$ cat src/rtl/matrix_multiplier_pkg.sv
// Shared types and width helpers for the streaming matrix multiplier.
// The FSM state enum is visible to anything that imports this package.
package matrix_multiplier_pkg;

    typedef enum logic [2:0] {
        ST_IDLE      = 3'd0,
        ST_FETCH_ROW = 3'd1,
        ST_WAIT_ROW  = 3'd2,
        ST_FETCH_COL = 3'd3,
        ST_WAIT_COL  = 3'd4,
        ST_COMPUTE   = 3'd5
    } mm_state_e;

    // Index width for a counter over `count` items; never narrower than one bit.
    function automatic int mm_idx_width(input int count);
        return (count > 1) ? $clog2(count) : 1;
    endfunction

    // Width of an occupancy counter that must hold the values 0..count.
    function automatic int mm_cnt_width(input int count);
        return $clog2(count + 1);
    endfunction

endpackage

$ cat src/rtl/mm_result_fifo.sv
// Show-ahead result FIFO: the head is visible while not empty and reads as 0 when empty.
// Illegal pops (empty) and pushes (full) are dropped and raise a sticky error flag.
module mm_result_fifo
    import matrix_multiplier_pkg::*;
#(
    parameter int WIDTH = 8,
    parameter int DEPTH = 4
) (
    input  logic             clk,
    input  logic             rst,
    input  logic             push,
    input  logic             pop,
    input  logic [WIDTH-1:0] din,
    output logic [WIDTH-1:0] dout,
    output logic             empty,
    output logic             full,
    output logic             err
);

    localparam int PTR_W = mm_idx_width(DEPTH);
    localparam int CNT_W = mm_cnt_width(DEPTH);

    logic [WIDTH-1:0] mem_q [0:DEPTH-1];
    logic [PTR_W-1:0] wr_ptr_q;
    logic [PTR_W-1:0] rd_ptr_q;
    logic [CNT_W-1:0] count_q;
    logic             err_q;
    logic             do_push;
    logic             do_pop;

    // Pointers wrap explicitly so DEPTH need not be a power of two.
    function automatic logic [PTR_W-1:0] ptr_next(input logic [PTR_W-1:0] ptr);
        return (ptr == PTR_W'(DEPTH - 1)) ? '0 : ptr + PTR_W'(1);
    endfunction

    assign empty   = (count_q == '0);
    assign full    = (count_q == CNT_W'(DEPTH));
    assign do_push = push && !full;
    assign do_pop  = pop && !empty;
    assign dout    = empty ? '0 : mem_q[rd_ptr_q];
    assign err     = err_q;

    always_ff @(posedge clk or posedge rst) begin
        if (rst) begin
            wr_ptr_q <= '0;
            rd_ptr_q <= '0;
            count_q  <= '0;
            err_q    <= 1'b0;
        end else begin
            if (do_push) begin
                wr_ptr_q <= ptr_next(wr_ptr_q);
            end
            if (do_pop) begin
                rd_ptr_q <= ptr_next(rd_ptr_q);
            end
            case ({do_push, do_pop})
                2'b10:   count_q <= count_q + CNT_W'(1);
                2'b01:   count_q <= count_q - CNT_W'(1);
                default: count_q <= count_q;
            endcase
            if ((push && full) || (pop && empty)) begin
                err_q <= 1'b1;
            end
        end
    end

    // Storage needs no reset: the head is masked to 0 while empty.
    always_ff @(posedge clk) begin
        if (do_push) begin
            mem_q[wr_ptr_q] <= din;
        end
    end

endmodule

$ cat src/rtl/matrix_multiplier.sv
// Streaming signed C = A x B: fetches one row of A, then each column of B in turn,
// computes every C element with a sequential MAC and queues results row-major in a FIFO.
module matrix_multiplier
    import matrix_multiplier_pkg::*;
#(
    parameter  int N           = 2,
    parameter  int P           = 2,
    parameter  int M           = 2,
    parameter  int DATA_WIDTH  = 4,
    parameter  int ACCUM_WIDTH = 8,
    parameter  int FIFO_SIZE   = 4,
    localparam int N_BIT_WIDTH = mm_idx_width(N),
    localparam int M_BIT_WIDTH = mm_idx_width(M)
) (
    input  logic                          clk,
    input  logic                          rst_n,
    input  logic                          fetch_stall,
    input  logic                          data_stall,
    input  logic                          pop_fifo,
    input  logic                          start,
    input  logic signed [DATA_WIDTH-1:0]  mem_line [0:N-1],
    output logic [N_BIT_WIDTH-1:0]        n,
    output logic [M_BIT_WIDTH-1:0]        m,
    output logic                          fetch_row,
    output logic                          fetch_col,
    output logic [ACCUM_WIDTH-1:0]        fifo_head,
    output logic                          fifo_empty,
    output logic                          fifo_full,
    output logic                          done,
    output logic                          err
);

    // Memory handshake: a fetch_row/fetch_col pulse is a request that is taken in any
    // cycle where fetch_stall is low (the request is only raised then); afterwards
    // mem_line is consumed on the first cycle data_stall is low, and never before.

    localparam int K_W = mm_idx_width(P);

    mm_state_e state_q;
    mm_state_e state_d;

    logic [N_BIT_WIDTH-1:0]        n_q;
    logic [M_BIT_WIDTH-1:0]        m_q;
    logic signed [DATA_WIDTH-1:0]  row_q [0:P-1];
    logic signed [DATA_WIDTH-1:0]  col_q [0:P-1];
    logic signed [ACCUM_WIDTH-1:0] acc_q;
    logic [K_W-1:0]                k_q;
    logic                          last_q;
    logic                          row_end_q;

    logic                          load_row;
    logic                          start_pe;
    logic                          push;
    logic                          last_k;
    logic                          m_at_end;
    logic                          n_at_end;
    logic signed [ACCUM_WIDTH-1:0] row_ext;
    logic signed [ACCUM_WIDTH-1:0] col_ext;
    logic signed [ACCUM_WIDTH-1:0] mac_sum;

    assign n        = n_q;
    assign m        = m_q;
    assign last_k   = (k_q == K_W'(P - 1));
    assign m_at_end = (m_q == M_BIT_WIDTH'(M - 1));
    assign n_at_end = (n_q == N_BIT_WIDTH'(N - 1));

    // Operands are sign-extended before the multiply so the sum wraps in ACCUM_WIDTH.
    assign row_ext  = ACCUM_WIDTH'(row_q[k_q]);
    assign col_ext  = ACCUM_WIDTH'(col_q[k_q]);
    assign mac_sum  = acc_q + row_ext * col_ext;

    always_ff @(posedge clk or posedge rst_n) begin
        if (rst_n) begin
            state_q <= ST_IDLE;
        end else begin
            state_q <= state_d;
        end
    end

    always_comb begin
        state_d   = state_q;
        fetch_row = 1'b0;
        fetch_col = 1'b0;
        load_row  = 1'b0;
        start_pe  = 1'b0;
        push      = 1'b0;
        done      = 1'b0;
        case (state_q)
            ST_IDLE: begin
                if (start) begin
                    state_d = ST_FETCH_ROW;
                end
            end
            ST_FETCH_ROW: begin
                fetch_row = !fetch_stall;
                if (fetch_row) begin
                    state_d = ST_WAIT_ROW;
                end
            end
            ST_WAIT_ROW: begin
                load_row = !data_stall;
                if (load_row) begin
                    state_d = ST_FETCH_COL;
                end
            end
            ST_FETCH_COL: begin
                fetch_col = !fetch_stall;
                if (fetch_col) begin
                    state_d = ST_WAIT_COL;
                end
            end
            ST_WAIT_COL: begin
                // Only one result is ever in flight, so a free slot now guarantees the push.
                start_pe = !data_stall && !fifo_full;
                if (start_pe) begin
                    state_d = ST_COMPUTE;
                end
            end
            ST_COMPUTE: begin
                if (last_k) begin
                    push = 1'b1;
                    if (last_q) begin
                        done    = 1'b1;
                        state_d = ST_IDLE;
                    end else if (row_end_q) begin
                        state_d = ST_FETCH_ROW;
                    end else begin
                        state_d = ST_FETCH_COL;
                    end
                end
            end
            default: state_d = ST_IDLE;
        endcase
    end

    // Indices advance as the PE starts, so n/m already name the next fetch target;
    // last_q/row_end_q remember where the element being computed sits.
    always_ff @(posedge clk or posedge rst_n) begin
        if (rst_n) begin
            n_q       <= '0;
            m_q       <= '0;
            acc_q     <= '0;
            k_q       <= '0;
            last_q    <= 1'b0;
            row_end_q <= 1'b0;
            for (int i = 0; i < P; i++) begin
                row_q[i] <= '0;
                col_q[i] <= '0;
            end
        end else begin
            if (load_row) begin
                for (int i = 0; i < P; i++) begin
                    row_q[i] <= mem_line[i];
                end
            end
            if (start_pe) begin
                for (int i = 0; i < P; i++) begin
                    col_q[i] <= mem_line[i];
                end
                acc_q     <= '0;
                k_q       <= '0;
                row_end_q <= m_at_end;
                last_q    <= m_at_end && n_at_end;
                if (m_at_end) begin
                    m_q <= '0;
                    n_q <= n_at_end ? '0 : n_q + N_BIT_WIDTH'(1);
                end else begin
                    m_q <= m_q + M_BIT_WIDTH'(1);
                end
            end else if (state_q == ST_COMPUTE) begin
                acc_q <= mac_sum;
                k_q   <= last_k ? '0 : k_q + K_W'(1);
            end
        end
    end

    mm_result_fifo #(
        .WIDTH (ACCUM_WIDTH),
        .DEPTH (FIFO_SIZE)
    ) u_result_fifo (
        .clk   (clk),
        .rst   (rst_n),
        .push  (push),
        .pop   (pop_fifo),
        .din   (mac_sum),
        .dout  (fifo_head),
        .empty (fifo_empty),
        .full  (fifo_full),
        .err   (err)
    );

endmodule

$ cat config.mk
export PLATFORM = sky130hd
export DESIGN_NAME = matrix_multiplier
export DESIGN_NICKNAME = d
export VERILOG_FILES = /design/src/rtl/matrix_multiplier_pkg.sv /design/src/rtl/mm_result_fifo.sv /design/src/rtl/matrix_multiplier.sv
export SDC_FILE = /design/constraint.sdc
export NUM_CORES = 1
export LEC_CHECK = 0
export ABC_AREA = 1
export BUFFER_PORTS_ARGS = -buffer_cell sky130_fd_sc_hd__buf_2
export CORE_MARGIN = 8
export CORE_UTILIZATION = 45
export CTS_CLUSTER_SIZE = 25
export DETAILED_ROUTE_END_ITERATION = 8
export REMOVE_ABC_BUFFERS = 1
export SLEW_MARGIN = 20
export SYNTH_ARGS = -nofsm -noshare
export SYNTH_HDL_FRONTEND = slang
export SYNTH_SLANG_ARGS = --single-unit
$ cat constraint.sdc
create_clock -name clk -period 4 [get_ports clk]
set_clock_uncertainty 0.15 [all_clocks]
set_input_delay 0.8 -clock clk [delete_from_list [all_inputs] [get_ports clk]]
set_output_delay 0.8 -clock clk [all_outputs]
set_load 0.1 [all_outputs]
==> out/metrics.cfg <==
[clocking]
path_clk_slew_ns = 0.08
cts_buffers = 9
h-tree-depth = 3
cts_max_path_buffers = 2
ctsRootBufferMaster = clkbuf_8
cts_hold_buf = 0
tritoncts = built
clock_latency_ns = 0.35
cts_num_sinks = 72

[layout]
fin_nets = 517
area_growth_pct = 17.59
fin_area_um2 = 4693
num_antenna_cells = 0
final_layout_size_suffix_gt1_share_pct = 22.08

[sta]
drv_slew = 0
rsz0062_at_grt = yes
slew_headroom_pct = 44.53
final.min_clock_period_ns = 3.936
finalHoldViolCount = 0
worst_pin_slew_ns = 0.8290
tns_ns = 0
fmax_mhz = 254.1
fin_crit_sh_pct = 98.39
setup_viol_count_final = 0

[yosys]
yosys-top-cells-count = inv_1, nand2_1, nor2_1
yosysTopAreaCell = dfrtp_1
synthArstFlopShare_pct = 55.56
synth-main-ff-cell = dfrtp_1
yosysTopAreaCellShare_pct = 25.08
ys_seq_elements = 72
yosysWarnings = 0
yosys-top-cells-area = dfrtp_1, edfxtp_1, fa_1
synth.most_common_cell = inv_1
synthesis.area_um2 = 3991
synth.avg_cell_area_um2 = 9.572
synth_cells = 417
yosysSeqAreaShare_pct = 49.15
yosysUniqueCellTypes = 37
synth-edff-count = 32

[die]
boundaryPins = 30
die_area_um2 = 12140
start_util_pct = 45.99
die_h_um = 110.2
core_um2 = 8678
rows = 34
die_w_um = 110.2

[route]
routedWlPerCell_um = 13.95
firstDrtPassIters = 4
drc = 0
ant_nets = 0
drt_wl_total_mm = 8.079
drtIter0Drc = 90
vias = 2835
vias_per_cell = 4.896

[setup_path]
required_ns = 3.95
critPathMaxFanout = 8
rr_startpoint = k_q
crit_path_end_kind = flop
worstSetupStartpointType = flop
cp.arrival_ns = 3.88
path_class = flop to flop
critPathLaunch = k_q

[place]
place_congestion = 0.8028
io_buffer_count = 29
place_area_um2 = 4322
dp_hpwl_mm = 5.826

[min_path]
hold_path_class = flop to flop
hp-start = u_result_fifo.err

[global_routing]
grt_pass1_wl_mm = 13.73
grt_overflow_total = 0
grt_pass1_vias = 2839
grt_util_all_layers_pct = 14.62
antenna_found_initial = 0
grt_max_degree = 24

[outcome]
status = complete, no violations

[run]
maxCapViolCount = 0

-- registers in the layout, indices dropped and copies added (netlist names) --
signal and flops:
acc_q 8, col_q 8, k_q 1, last_q 1, m 1, n 1
row_end_q 1, row_q 8, state_q 3, u_result_fifo.count_q 3, u_result_fifo.err 1, u_result_fifo.mem_q 32
u_result_fifo.rd_ptr_q 2, u_result_fifo.wr_ptr_q 2
-- final timing paths --
kind	to	slack, ns	cells after the start
worst max-delay path	u_result_fifo.mem_q[3][7]	0.06	13
worst min-delay path	u_result_fifo.err	0.34	1
worst max register to register	u_result_fifo.mem_q[3][7]	0.06	13
worst min register to register	u_result_fifo.err	0.34	1
max in group asynchronous	col_q[3]	2.51	3
min in group asynchronous	u_result_fifo.wr_ptr_q[0]	0.41	2
-- layer usage --
metal  global-route usage [%]  up-vias  wire length, µm
met5                        0        -                0
met4                    4.853        0               70
met3                    3.023       10              291
met1                    18.09     1351             3676
li1                         -     1437                -
met2                    24.96       37             4040
-- cell usage in the layout (no fill, tap or decap), types with 2 or more instances in the layout --
master,n
or2_4,2
o21ai_2,3
fa_1,13
buf_4,17
o211ai_1,2
dfrtp_1,40
o21ai_0,44
or2_2,3
nand2_2,4
o21bai_1,2
ha_4,3
nor2_4,3
nor2_1,52
inv_1,62
nand3_2,2
buf_2,29
nor2_2,4
inv_2,9
edfxtp_1,32
a22o_1,5
bufinv_16,2
nand3_1,9
a21oi_1,12
ha_1,19
nand2_1,55
xnor2_1,4
mux2i_4,2
nor3_1,2
fa_2,2
clkinv_1,3
clkinv_2,2
clkbuf_8,9
xor2_1,3
o21ai_1,2
-- metrics by stage --
stage | util, % | hold slack [ns] | setup slack, ns | cells
2_1_floorplan | - | 0.2957 | -1.419 | 408
3_3_place_gp | 49.80 | 0.3132 | -0.03122 | 559
3_5_place_dp | 49.80 | 0.3114 | -0.1954 | 559
4_1_cts | 53.11 | 0.3387 | 0.01755 | 575
5_1_grt | 54.08 | 0.3614 | -0.1107 | 579
6_report | 54.08 | 0.3371 | 0.06429 | 579
-- worst max-delay path, stage by stage, from the launching register on --
cell and delay [ns]:
dfrtp_1 0.44, buf_6 0.20, mux2i_4 0.31, nor2_4 0.07
fa_1 0.53, inv_1 0.05, fa_1 0.48, inv_1 0.05
fa_1 0.48, ha_4 0.30, nand2_1 0.06, o211ai_1 0.23
nand3_1 0.14, and2_4 0.18
-- cell type report --
cell class / count / area, µm²
Clock inverter: 7 / 86.33
Tap cell: 108 / 135.1
Fill cell: 786 / 3985
Clock buffer: 9 / 123.9
Sequential cell: 72 / 1962
Timing Repair Buffer: 47 / 284.0
Inverter: 73 / 276.5
Multi-Input combinational cell: 263 / 1826
-- cell families (layout without fill, tap and decap cells) --
logic type / after synthesis / in the layout / share of synthesized area [%]
and+or+nand+nor: 141 / 141 / 15.39
buffers and inverters: 82 / 136 / 8.307
AOI/OAI and AO/OA: 74 / 74 / 10.22
DFF: 72 / 72 / 49.15
adders and majority gates: 37 / 37 / 14.42
xor gates and xnor gates: 8 / 8 / 1.755
muxes: 3 / 3 / 0.7524
-- what timing repair did --
action | CTS | global route
pin swaps | 3 | 17
setup endpoints to repair | 15 | 19
setup buffers | 0 | 4
gates resized for setup | 14 | 16
Power is left out: the tool's default activity adds up to more than one toggle a clock period on the data nets, which glitch-free logic cannot reach.
